**config.mk**
```make
export PLATFORM = sky130hd
export DESIGN_NAME = pipe_stage_elastic
export DESIGN_NICKNAME = d
export VERILOG_FILES = /design/src/rtl/pipe_stage_elastic.sv
export SDC_FILE = /design/constraint.sdc
export NUM_CORES = 1
export LEC_CHECK = 0
export CAP_MARGIN = 20
export CORE_MARGIN = 2
export CORE_UTILIZATION = 43
export CTS_BUF_LIST = sky130_fd_sc_hd__clkbuf_16
export CTS_CLUSTER_SIZE = 14
export DETAILED_ROUTE_END_ITERATION = 10
export PLACE_DENSITY = 0.83
export SETUP_SLACK_MARGIN = 0.5
export SYNTH_ARGS = -nofsm -noshare
export SYNTH_HDL_FRONTEND = slang
export SYNTH_SLANG_ARGS = --single-unit
```
**constraint.sdc**
```tcl
create_clock -name clk -period 1.39 [get_ports clk]
set_input_delay 0.2085 -clock clk [delete_from_list [all_inputs] [get_ports clk]]
set_output_delay 0.2085 -clock clk [all_outputs]
set_load 0.02 [all_outputs]
```
**src/rtl/pipe_stage_elastic.sv**
```systemverilog
// -----------------------------------------------------------------------------
// pipe_stage_elastic
//
// Elastic register chain placed between two CPU pipeline stages. A payload
// enters slot 0, walks slot by slot towards the output and leaves through the
// last slot, or through an optional skid slot behind it. Flow control is
// valid/ready at both ends. A hazard stall freezes the whole chain and a
// branch flush drops every held payload. Both load BUBBLE_VALUE back into
// every slot.
//
// Parameters
//   WIDTH        payload width in bits
//   STAGES       register slots in series (1..8)
//   SKID         1: skid slot present, in_ready independent of out_ready
//                0: no skid slot, in_ready combinational from out_ready
//   BUBBLE_VALUE payload loaded into every slot on flush/reset
//
// Ports
//   clk        rising-edge clock
//   reset      synchronous, active-high; drops all payloads
//   in_valid   upstream payload valid
//   in_ready   block accepts a payload this cycle
//   in_data    upstream payload
//   stall      hazard hold: nothing moves, no transfer at either end
//   flush      discard all held payloads at the next edge
//   out_valid  downstream payload valid
//   out_ready  downstream accepts
//   out_data   downstream payload
//   occupancy  number of valid slots, skid slot included
// -----------------------------------------------------------------------------
module pipe_stage_elastic #(
   parameter int               WIDTH        = 64,
   parameter int               STAGES       = 1,
   parameter int               SKID         = 1,
   parameter logic [WIDTH-1:0] BUBBLE_VALUE = '0
) (
   input  logic                        clk,
   input  logic                        reset,
   input  logic                        in_valid,
   output logic                        in_ready,
   input  logic [WIDTH-1:0]            in_data,
   input  logic                        stall,
   input  logic                        flush,
   output logic                        out_valid,
   input  logic                        out_ready,
   output logic [WIDTH-1:0]            out_data,
   output logic [$clog2(STAGES+2)-1:0] occupancy
);

   localparam int OCC_W = $clog2(STAGES+2);
   localparam int LAST  = STAGES - 1;

   // Flattened view of the slot registers, gathered from the generate blocks.
   logic [STAGES-1:0] slot_valid;
   logic [WIDTH-1:0]  slot_data [STAGES];

   // slot_move[i]: slot i takes the content of its predecessor this cycle.
   // True when slot i is empty or its own content moves on.
   logic [STAGES-1:0] slot_move;

   // The last slot's content may leave this cycle (to the output or the skid).
   logic              last_drain;
   logic              skid_full;
   logic              clear;
   logic              accept;

   // Reset and flush have identical effect on the datapath.
   assign clear  = reset | flush;

   // A payload offered during reset, flush or stall is never taken.
   assign in_ready = ~reset & ~flush & slot_move[0];
   assign accept   = in_valid & in_ready;

   // A slot can move when any slot at or after it is empty, or the tail
   // drains. Scanning from the tail with an accumulator keeps this a flat
   // function of registered state and out_ready, with no ripple through
   // slot_move itself.
   always_comb begin
      logic space_ahead;
      space_ahead = last_drain;
      slot_move   = '0;
      for (int i = STAGES - 1; i >= 0; i--) begin
         space_ahead  = space_ahead | ~slot_valid[i];
         slot_move[i] = space_ahead & ~stall;
      end
   end

   // -------------------------------------------------------------------------
   // Register slots
   // -------------------------------------------------------------------------
   genvar gi;
   generate
      for (gi = 0; gi < STAGES; gi++) begin : g_slot
         logic             valid_reg;
         logic [WIDTH-1:0] data_reg;
         logic             src_valid;
         logic [WIDTH-1:0] src_data;

         if (gi == 0) begin : g_head
            assign src_valid = accept;
            assign src_data  = in_data;
         end else begin : g_body
            assign src_valid = slot_valid[gi-1];
            assign src_data  = slot_data[gi-1];
         end

         // An empty predecessor moves a bubble forward. The data is kept in
         // that case, so out_data only changes when real payloads move.
         always_ff @(posedge clk) begin
            if (clear) begin
               valid_reg <= 1'b0;
               data_reg  <= BUBBLE_VALUE;
            end else if (slot_move[gi]) begin
               valid_reg <= src_valid;
               if (src_valid) begin
                  data_reg <= src_data;
               end
            end
         end

         assign slot_valid[gi] = valid_reg;
         assign slot_data[gi]  = data_reg;
      end
   endgenerate

   // -------------------------------------------------------------------------
   // Output side: optional skid slot
   // -------------------------------------------------------------------------
   generate
      if (SKID != 0) begin : g_skid
         logic             skid_valid_reg;
         logic [WIDTH-1:0] skid_data_reg;
         logic             skid_load;
         logic             skid_drain;

         // The tail only looks at the registered skid flag. This removes
         // every path from out_ready to in_ready. When the tail is presented
         // and refused, its payload parks in the skid slot.
         assign last_drain = ~skid_valid_reg;
         assign skid_load  = ~stall & ~skid_valid_reg & slot_valid[LAST] & ~out_ready;
         assign skid_drain = ~stall & skid_valid_reg & out_ready;

         always_ff @(posedge clk) begin
            if (clear) begin
               skid_valid_reg <= 1'b0;
               skid_data_reg  <= BUBBLE_VALUE;
            end else if (skid_load) begin
               skid_valid_reg <= 1'b1;
               skid_data_reg  <= slot_data[LAST];
            end else if (skid_drain) begin
               skid_valid_reg <= 1'b0;
            end
         end

         // The skid slot holds the oldest payload, so it is shown first. With
         // out_ready steady at 1 the skid never fills, so it adds no latency.
         assign skid_full = skid_valid_reg;
         assign out_valid = ~stall & (skid_valid_reg | slot_valid[LAST]);
         assign out_data  = skid_valid_reg ? skid_data_reg : slot_data[LAST];
      end else begin : g_noskid
         // Without a skid slot the tail moves exactly when the consumer takes
         // it. A full chain can still accept if the output frees a slot in
         // the same cycle.
         assign last_drain = out_ready;
         assign skid_full  = 1'b0;
         assign out_valid  = ~stall & slot_valid[LAST];
         assign out_data   = slot_data[LAST];
      end
   endgenerate

   // -------------------------------------------------------------------------
   // Occupancy: population count of all valid flags
   // -------------------------------------------------------------------------
   always_comb begin
      occupancy = OCC_W'(skid_full);
      for (int i = 0; i < STAGES; i++) begin
         occupancy = occupancy + OCC_W'(slot_valid[i]);
      end
   end

endmodule

```
=== After elaboration in Yosys (flattened, before gate mapping) ===
Index checks and enable logic that the tools add are counted.

* Bitwise logic cells: 19
* Add/subtract/negate cells: 1
* Multiplexer cells: 3
* Reduce and logical (&&, ||, !) cells: 2

{| class="wikitable"
|+ Operators with widths
! kind !! count
|-
| $mux 64 || 1
|-
| $and 1x1->1 || 10
|-
| $not 1->1 || 6
|-
| $or 1x1->1 || 3
|-
| $add 1x1->2 || 1
|-
| $mux 1 || 2
|-
| $reduce_and 2->1 || 1
|-
| $reduce_bool 2->1 || 1
|}

* Input port bits: 70
* Logic and storage cells: 29
* Register bits after elaboration: 130

=== Logic depth before layout (Yosys ltp) ===
Gate-level depths: netlist (run 1).

* Word-level depth: 6
* Gate-level depth with buffers: 6

=== Least setup slack after synthesis (run 1) ===
No wires, ideal clock.

* Kind: reg-to-reg
* Start: register g_slot[0].valid_reg
* End: register g_slot[0].data_reg[0]
* Stages on the path, launching flop included: 7
* Path buffers: 2
* Data required time: 1.331 ns
* Slack: -0.462 ns
* Setup time: 0.059 ns
* Clock period less this slack: 1.852 ns
* Data arrival time: 1.794 ns
* Cells stage by stage: dfxtp_1 ha_1 nor4_2 and2_1 buf_4 buf_4 a22o_1

* Cells in the longest elaborated chain, start to end: 6

{| class="wikitable"
|+ Ends and longest elaborated chain
! what !! RTL line !! text
|-
| start, declared || 94 || <nowiki>logic valid_reg;</nowiki>
|-
| start signal, assigned || 114 || <nowiki>valid_reg <= src_valid;</nowiki>
|-
| $not 1->1 || 83 || <nowiki>space_ahead = space_ahead | ~slot_valid[i];</nowiki>
|-
| $or 1x1->1 || 83 ||
|-
| $and 1x1->1 || 84 || <nowiki>slot_move[i] = space_ahead & ~stall;</nowiki>
|-
| $and 1x1->1 || 71 || <nowiki>assign in_ready = ~reset & ~flush & slot_move[0];</nowiki>
|-
| named net in_ready || 40 || <nowiki>output logic in_ready,</nowiki>
|-
| $and 1x1->1 || 72 || <nowiki>assign accept = in_valid & in_ready;</nowiki>
|-
| $reduce_and 2->1 (no line) || n/a ||
|-
| end signal, assigned || 116 || <nowiki>data_reg <= src_data;</nowiki>
|-
| end, declared || 95 || <nowiki>logic [WIDTH-1:0] data_reg;</nowiki>
|}

The timed path passes the listed nets, and every way through them passes these cells.
A chain may end at the register's enable or synchronous reset.

=== Final worst setup path (run 1) ===
* Start: register g_skid.skid_valid_reg
* End: register g_skid.skid_data_reg[5]

* Cells in the longest elaborated chain, start to end: 4

{| class="wikitable"
|+ Ends and longest elaborated chain
! what !! RTL line !! text
|-
| start, declared || 131 || <nowiki>logic skid_valid_reg;</nowiki>
|-
| start signal, assigned || 145 || <nowiki>skid_valid_reg <= 1'b0;</nowiki>
|-
| start signal, assigned || 148 || <nowiki>skid_valid_reg <= 1'b1;</nowiki>
|-
| start signal, assigned || 151 || <nowiki>skid_valid_reg <= 1'b0;</nowiki>
|-
| $not 1->1 || 140 || <nowiki>assign skid_load = ~stall & ~skid_valid_reg & slot_valid[LAST] & ~out_ready;</nowiki>
|-
| $and 1x1->1 (3 in series) || 140 ||
|-
| end signal, assigned || 149 || <nowiki>skid_data_reg <= slot_data[LAST];</nowiki>
|-
| end, declared || 132 || <nowiki>logic [WIDTH-1:0] skid_data_reg;</nowiki>
|}

No other way between the ends.

==> results of run 1 <==
routing by layer:
layer | share of wire | track usage
met1 | 0.42 | 0.296
met2 | 0.49 | 0.399
met3 | 0.057 | 0.0589
met4 | 0.024 | 0.0935
met5 | 0 | 0
kinds of logic (layout without fill, tap and decap cells):
logic type	Yosys count	count (layout)
and+or+nand+nor	136	136
buffers and inverters	45	220
muxes	64	64
adders and majority gates	2	2
AOI/OAI and AO/OA	132	132
DFF	130	130
power breakdown:
group          internal, W  leakage (nW)  switching (W)
clock network      0.00258         0.269        0.00164
registers          0.00377          1.05      0.0000394
logic             0.000413          1.82       0.000289
total              0.00676          3.14        0.00196
final timing paths:
kind | start | endpoint | slack [ps] | cells past startpoint
worst min-delay path | in_data[46] | g_slot[0].data_reg[46]$_SDFFE_PP0P_ | 380 | 2
worst min register to register | g_skid.skid_data_reg[15]$_SDFFE_PP0P_ | g_skid.skid_data_reg[15]$_SDFFE_PP0P_ | 450 | 2
worst max register to register | g_skid.skid_valid_reg$_SDFFE_PP0P_ | g_skid.skid_data_reg[5]$_SDFFE_PP0P_ | -430 | 7
worst max-delay path | g_skid.skid_valid_reg$_SDFFE_PP0P_ | g_skid.skid_data_reg[5]$_SDFFE_PP0P_ | -430 | 7
timing repair:
item,4_1_cts,5_1_grt
setup endpoints to repair,198,198
gates resized for setup,319,175
gates cloned,9,5
endpoints found under the hold margin,0,0
buffers inserted,6,4
pin swaps,1,13
final cells by class:
cell class              count  area, um^2
well taps                 143         179
clock buffers              17         425
flip-flops and latches    130        2610
clock inverters            15         125
inverters                   3        13.8
fillers                   786        3300
repair buffers            185        2220
multi-input cells         334        2540
worst max-delay path: stages, from the launching register on:
cell	delay, ps
dfxtp_4	370
buf_6	130
buf_6	110
or4b_4	650
buf_6	180
buf_16	150
nand2_4	60
a21oi_2	50
stage by stage:
step / setup slack, ps / total power [W] / instances
after floorplan: -68.8 / 0.00412 / 509
after global placement: -594 / 0.00448 / 771
after detailed placement: -629 / 0.00449 / 771
after CTS: -430 / 0.00865 / 818
after global routing: -459 / 0.00895 / 827
final: -429 / 0.00873 / 827
layout by cell type (no fill, tap or decap), types with 2 or more instances in the layout:
cell type and count:
clkinv_1 6, buf_2 8, nand2_2 6, a21oi_2 5, buf_4 17, buf_16 10
clkdlybuf4s50_1 69, nand2_4 7, a22o_1 64, buf_6 64, clkinvlp_4 2, dfxtp_1 128
mux2_4 55, clkinv_2 3, clkbuf_16 22, nand2_1 115, bufinv_16 2, mux2_2 9
buf_12 12, a21oi_1 60, inv_1 3, ha_4 2
==> flow_metrics.tcl, run 1 <==
set metrics [dict create \
    crit_required_ps 1690 \
    cts_made_buffers 17 \
    synth.largest_area_cell "dfxtp_1" \
    insertion_delay_ps 420 \
    final_util 0.711 \
    finalMaxSlewViolations 0 \
    ys_types 21 \
    yosysMostFrequentCell "dfxtp_1" \
    design_area_um2 8120 \
    start_util 0.442 \
    fin_ws_ps -429 \
    placed_cell_area_um2 6720 \
    cp-end-kind "flop" \
    core_um2 11400 \
    cts_tree "done" \
    max_freq_mhz 550 \
    gr-total-overflow 0 \
    synth.top_cell.area_share 0.515 \
    path_class "flop to flop" \
    grt_max_degree 37 \
    grt_pass1_wl_um 23600 \
    final.period_utilization 1.31 \
    hold_path.class "input port to flop" \
    ys_seq_elements 130 \
    ys_seq_area_frac 0.515 \
    max-slew-margin-rel 0.745 \
    synth_top_family_by_area "compound AO/OA/AOI/OAI gates" \
    yosysWarnings 0 \
    synth-adder-area-share 0.00495 \
    n_antenna_cell 0 \
    avgSynthCellArea_um2 9.93 \
    first_global_vias 4604 \
    path_clk_slew_ps 60 \
    synth_edf_count 0 \
    avgRoutedWirePerCell_um 19.8 \
    antenna_found_initial 0 \
    netlist_area_um2 5050 \
    gp_congestion 0.758 \
    dr_total_vias 4567 \
    syn_inst 509 \
    path_max_fanout 6 \
    synthArstFlopShare 0 \
    cts_max_level 4 \
    hpwlAfterDp_um 8760 \
    cap_violations 0 \
    layout-drive-gt1-share 0.345 \
    firstDrtPassIters 5 \
    die_w_um 112 \
    final-hold-violation-count 0 \
    drc 0 \
    synth_nets 581 \
    status "complete, but fails checks" \
    skew_ps 7.70 \
    synth_xor_area_frac 0 \
    cts_sinks 130 \
    synth-simple-area-share 0.106 \
    yosys-top-cells-count "dfxtp_1 (130), nand2_1 (128), a21oi_1 (65)" \
    cp-start-kind "flop" \
    violations "negative setup slack" \
    hold_ws_ps 375 \
    synth_ff_type "dfxtp_1" \
    synthToLayoutAreaGrowth_pct 60.6 \
    leakage_nw 3.14 \
    min_period_ps 1820 \
    synthMuxAreaShare 0.143 \
    cts_buffer_depth 2 \
    cts-root-buf "clkbuf_16" \
    synthTopCellsByArea "dfxtp_1 (52%), mux2_2 (14%), a22o_1 (11%)" \
    die_y_um 112 \
    p_per_area_nw_per_um2 1080 \
    drtIter0Drc 286 \
    finalSetupViolations 198 \
    die_area_um2 12600 \
    wirelength_um 16400 \
    io_pins 138 \
    ctsHoldBuffers 0 \
    setup_tns_ps -64580 \
    peakVddDrop_mv 1.01 \
    worstMarginPinSlew_ps 382 \
    nNetsFinal 743 \
    crit_arrival_ps 2120 \
    viasPerCell 5.52 \
    port_buffers 137 \
    rows 39 \
    synth-compound-area-share 0.180 \
    rsz0062_at_grt "yes" \
    ant_nets 0 \
    track_usage 0.238 \
]
(Power assumes the default switching activity.)
==> inputs of run 2 (changes only) <==
--- a/config.mk
+++ b/config.mk
@@ -7,12 +7,13 @@
 export LEC_CHECK = 0
 export CAP_MARGIN = 20
 export CORE_MARGIN = 2
-export CORE_UTILIZATION = 43
+export CORE_UTILIZATION = 52
 export CTS_BUF_LIST = sky130_fd_sc_hd__clkbuf_16
 export CTS_CLUSTER_SIZE = 14
 export DETAILED_ROUTE_END_ITERATION = 10
-export PLACE_DENSITY = 0.83
+export PLACE_DENSITY = 0.93
 export SETUP_SLACK_MARGIN = 0.5
+export SLEW_MARGIN = 30
 export SYNTH_ARGS = -nofsm -noshare
 export SYNTH_HDL_FRONTEND = slang
 export SYNTH_SLANG_ARGS = --single-unit
==> constraint.sdc (replaced) <==
create_clock -name clk -period 2.25 [get_ports clk]
set_input_delay 0.3375 -clock clk [delete_from_list [all_inputs] [get_ports clk]]
set_output_delay 0.3375 -clock clk [all_outputs]
set_load 0.02 [all_outputs]
==> flow_metrics.tcl, run 2 (synthesis gave the netlist of run 1 again) <==
set metrics [dict create \
    rsz0062_at_grt "yes" \
    crit_required_ps 1910 \
    dr_total_vias 5050 \
    ant_nets 0 \
    viasPerCell 6.20 \
    p_per_area_nw_per_um2 660 \
    path_class "flop to output port" \
    drtIter0Drc 242 \
    gr-total-overflow 0 \
    grt_max_degree 67 \
    finalSetupViolations 0 \
    gp_congestion 0.780 \
    most-common-layout-cells "dfxtp_1 (129), clkdlybuf4s50_1 (69), nand2_1 (65), a22o_1 (64)" \
    crit_arrival_ps 1760 \
    cts_tree "done" \
    worstMarginPinSlew_ps 736 \
    grt_pass1_wl_um 23800 \
    insertion_delay_ps 410 \
    antenna_found_initial 0 \
    wirelength_um 20800 \
    placed_cell_area_um2 6530 \
    port_buffers 137 \
    first_global_vias 4708 \
    cts_sinks 130 \
    finalMaxSlewViolations 0 \
    final_common_cell "dfxtp_1" \
    core_um2 9330 \
    leakage_nw 3.22 \
    io_pins 138 \
    die_w_um 103 \
    cts-root-buf "clkbuf_16" \
    design_area_um2 8580 \
    die_y_um 103 \
    rows 35 \
    start_util 0.542 \
    die_area_um2 10500 \
    final_cells 815 \
    ctsHoldBuffers 0 \
    peakVddDrop_mv 0.563 \
    dp_slack_ps 5.86 \
    cp-end-kind "output port" \
    n_antenna_cell 0 \
    final-hold-violation-count 0 \
    max-slew-margin-rel 0.510 \
    cap_violations 0 \
    nNetsFinal 745 \
    cts_buffer_depth 2 \
    skew_ps 13.2 \
    cts_made_buffers 17 \
    cp-start-kind "flop" \
    fin_ws_ps 150 \
    path_max_fanout 16 \
    setup_tns_ps 0 \
    layout-drive-gt1-share 0.484 \
    fill_cells 317 \
    avgRoutedWirePerCell_um 25.5 \
    firstDrtPassIters 5 \
    path_clk_slew_ps 60 \
    r2r_setup_slack_ps 200 \
    synthToLayoutAreaGrowth_pct 69.8 \
    final.period_utilization 0.933 \
    cts_max_level 4 \
    dp.cells 747 \
    max_freq_mhz 476 \
    status "complete, no violations" \
    track_usage 0.296 \
    drc 0 \
    final_util 0.920 \
    hpwlAfterDp_um 8600 \
    min_period_ps 2100 \
    hold_path.class "flop to flop" \
]
-- run 2: path summary, 6_finish.rpt --
path                                          from                               endpoint  cells after the start
max             g_skid.skid_valid_reg$_SDFFE_PP0P_                           out_data[46]                      3
min          g_skid.skid_data_reg[38]$_SDFFE_PP0P_  g_skid.skid_data_reg[38]$_SDFFE_PP0P_                      2
max reg2reg     g_skid.skid_valid_reg$_SDFFE_PP0P_   g_skid.skid_data_reg[4]$_SDFFE_PP0P_                      8
min reg2reg  g_skid.skid_data_reg[38]$_SDFFE_PP0P_  g_skid.skid_data_reg[38]$_SDFFE_PP0P_                      2
-- run 2: area by class of cell --
type,count,area [um^2],area share
inverter,3,11.3,0.00131
clock buffer,17,425,0.0496
timing repair buffer,187,2150,0.250
multi-input combinational,334,3040,0.355
sequential,130,2610,0.304
clock inverter,15,183,0.0213
tap,129,161,0.0188
-- run 2: timing repair --
item	4_1_cts	5_1_grt
hold endpoints to repair	0	0
cloned	7	4
pin swaps	2	128
resized for setup	240	256
setup endpoints to repair	183	179
setup buffers	16	9
-- run 2: power by group --
part / total [W] / switching (W) / internal [W]
clock: 0.00288 / 0.00113 / 0.00175
sequential: 0.00235 / 0.0000271 / 0.00233
combinational: 0.000427 / 0.000201 / 0.000227
total: 0.00566 / 0.00136 / 0.00431
-- run 2: through the flow --
stage          power, W  hold slack [ps]
2_1_floorplan   0.00254              433
3_3_place_gp    0.00275              438
3_5_place_dp    0.00276              443
4_1_cts         0.00555              454
5_1_grt         0.00578              491
6_report        0.00566              483
-- run 2: per-layer routing --
layer / wire length (um) / share of wire / track usage / vias up
met4: 1150 / 0.055 / 0.104 / 0
met1: 7510 / 0.36 / 0.365 / 2472
met3: 1620 / 0.078 / 0.0786 / 106
met5: 0 / 0 / 0 / -
li1: - / - / - / 2114
met2: 10500 / 0.51 / 0.501 / 358
-- run 2: worst max-delay path, stage by stage (launching register included) --
cell and delay, ps:
dfxtp_4 450, buf_12 190, mux2_2 370, dlygate4sd2_1 320
==> inputs of run 3 (changes only) <==
--- a/config.mk
+++ b/config.mk
@@ -11,6 +11,7 @@
 export CTS_BUF_LIST = sky130_fd_sc_hd__clkbuf_16
 export CTS_CLUSTER_SIZE = 14
 export DETAILED_ROUTE_END_ITERATION = 10
+export GPL_TIMING_DRIVEN = 1
 export PLACE_DENSITY = 0.93
 export SETUP_SLACK_MARGIN = 0.5
 export SLEW_MARGIN = 30
==> constraint.sdc (replaced) <==
create_clock -name clk -period 2.25 [get_ports clk]
set_input_delay 0.3375 -clock clk [delete_from_list [all_inputs] [get_ports clk]]
set_output_delay 0.3375 -clock clk [all_outputs]
set_load 0.01 [all_outputs]
==> flow_metrics.tcl, run 3 (synthesis gave the netlist of run 1 again) <==
set metrics [dict create \
    crit_family "buffers and inverters" \
    wirelength_um 16300 \
    fill_cells 496 \
    avgRoutedWirePerCell_um 20.5 \
    port_buffers 137 \
    finalSetupViolations 0 \
    finalMaxSlewViolations 0 \
    final_util 0.827 \
    grt_max_degree 53 \
    cp-startpoint "g_skid.skid_valid_reg$_SDFFE_PP0P_" \
    cts_sinks 130 \
    rsz0062_at_grt "yes" \
    min_period_ps 1940 \
    ant_nets 0 \
    cpMostUsedCell "buf_6" \
    die_y_um 103 \
    path_clk_slew_ps 60 \
    track_usage 0.285 \
    hold_path_depth 2 \
    cts-root-buf "clkbuf_16" \
    r2r_setup_slack_ps 430 \
    hold_ws_ps 457 \
    final.period_utilization 0.862 \
    start_util 0.542 \
    cap_violations 0 \
    timing.critical_path.buf_inv 4 \
    final_common_cell "dfxtp_1" \
    worstMarginPinSlew_ps 406 \
    core_um2 9330 \
    io_pins 138 \
    nNetsFinal 725 \
    gp_congestion 0.793 \
    die_area_um2 10500 \
    final_cells 795 \
    skew_ps 7.10 \
    gr-total-overflow 0 \
    viasPerCell 5.85 \
    r2r_start "g_skid.skid_valid_reg$_SDFFE_PP0P_" \
    layout-drive-gt1-share 0.306 \
    peakVddDrop_mv 0.386 \
    slowest_delay_ps 370 \
    status "complete, no violations" \
    synthToLayoutAreaGrowth_pct 52.7 \
    dp.cells 748 \
    cp-end-kind "output port" \
    crit_required_ps 1910 \
    max-slew-margin-rel 0.729 \
    path_cells "buf_6, buf_12, buf_16, mux2_4, buf_6" \
    worst-path-stages 5 \
    cts_max_level 4 \
    hpwlAfterDp_um 8480 \
    cts_tree "done" \
    cp-start-kind "flop" \
    r2r-end "g_skid.skid_data_reg[49]$_SDFFE_PP0P_" \
    most-common-layout-cells "dfxtp_1 (129), nand2_1 (128), clkdlybuf4s50_1 (69), a21oi_1 (65), a22o_1 (64)" \
    drc 0 \
    dp_slack_ps 145 \
    rows 35 \
    die_w_um 103 \
    critPathSlowestCell "dfxtp_4" \
    path_max_fanout 8 \
    first_global_vias 4537 \
    insertion_delay_ps 400 \
    crit_path_end "out_data[61]" \
    n_antenna_cell 0 \
    cts_made_buffers 17 \
    firstDrtPassIters 5 \
    crit_arrival_ps 1600 \
    drtIter0Drc 291 \
    grt_pass1_wl_um 22900 \
    p_per_area_nw_per_um2 686 \
    ctsHoldBuffers 0 \
    r2r_cells 5 \
    antenna_found_initial 0 \
    hold_path.class "flop to flop" \
    fin_ws_ps 311 \
    cts_buffer_depth 2 \
    leakage_nw 2.97 \
    max_freq_mhz 516 \
    setup_tns_ps 0 \
    final-hold-violation-count 0 \
    dr_total_vias 4648 \
    path_class "flop to output port" \
]
-- run 3: what timing repair did --
item	CTS	global route
hold endpoints to repair	0	0
setup endpoints to repair	68	134
cloned	4	3
buffers inserted	7	1
pin swaps	1	3
resized for setup	306	105
-- run 3: worst register-to-register path: stages (launching register included) --
cell,delay (ps)
dfxtp_4,370
buf_6,130
or4b_2,770
buf_12,230
nand2_1,110
a21oi_1,80
-- run 3: through the flow --
| step | total power (W) | area, um^2 |
|---|---|---|
| after floorplan | 0.00252 | 5050 |
| after global placement | 0.00273 | 6540 |
| after detailed placement | 0.00274 | 6540 |
| after CTS | 0.00526 | 7420 |
| after global routing | 0.00543 | 7710 |
| final | 0.00529 | 7710 |
-- run 3: final cells by class --
| cell class | instances | area, um^2 | area share |
|---|---|---|---|
| multi-input cells | 334 | 2470 | 0.320 |
| inverters | 3 | 16.3 | 0.00211 |
| flip-flops and latches | 130 | 2610 | 0.338 |
| well taps | 129 | 161 | 0.0209 |
| repair buffers | 167 | 1910 | 0.248 |
| clock buffers | 17 | 425 | 0.0551 |
| clock inverters | 15 | 126 | 0.0164 |
-- run 3: worst min-delay path by stage --
stage / slack [ps] / startpoint / end
floorplan: 430 / g_skid.skid_data_reg[0]$_SDFFE_PP0P_ / g_skid.skid_data_reg[0]$_SDFFE_PP0P_
global route: 480 / g_skid.skid_data_reg[52]$_SDFFE_PP0P_ / g_skid.skid_data_reg[52]$_SDFFE_PP0P_
global placement: 440 / g_skid.skid_data_reg[18]$_SDFFE_PP0P_ / g_skid.skid_data_reg[18]$_SDFFE_PP0P_
finish: 460 / g_skid.skid_data_reg[12]$_SDFFE_PP0P_ / g_skid.skid_data_reg[12]$_SDFFE_PP0P_
detailed placement: 450 / g_skid.skid_data_reg[2]$_SDFFE_PP0P_ / g_skid.skid_data_reg[2]$_SDFFE_PP0P_
CTS: 450 / g_skid.skid_data_reg[28]$_SDFFE_PP0P_ / g_skid.skid_data_reg[28]$_SDFFE_PP0P_
-- run 3: metal layers --
metal,vias to the layer above,GRT usage,routed length [um]
li1,2078,-,-
met1,2266,0.346,6510
met2,260,0.493,8110
met3,44,0.0719,1290
met4,0,0.101,385
met5,-,0,0
-- run 3: power by group --
group	switching [W]	leakage (nW)	total, W	internal [W]
Clock	0.00112	0.259	0.00256	0.00144
Sequential	0.0000242	1.05	0.00235	0.00233
Combinational	0.000153	1.66	0.000380	0.000227
Total	0.00130	2.97	0.00529	0.00400
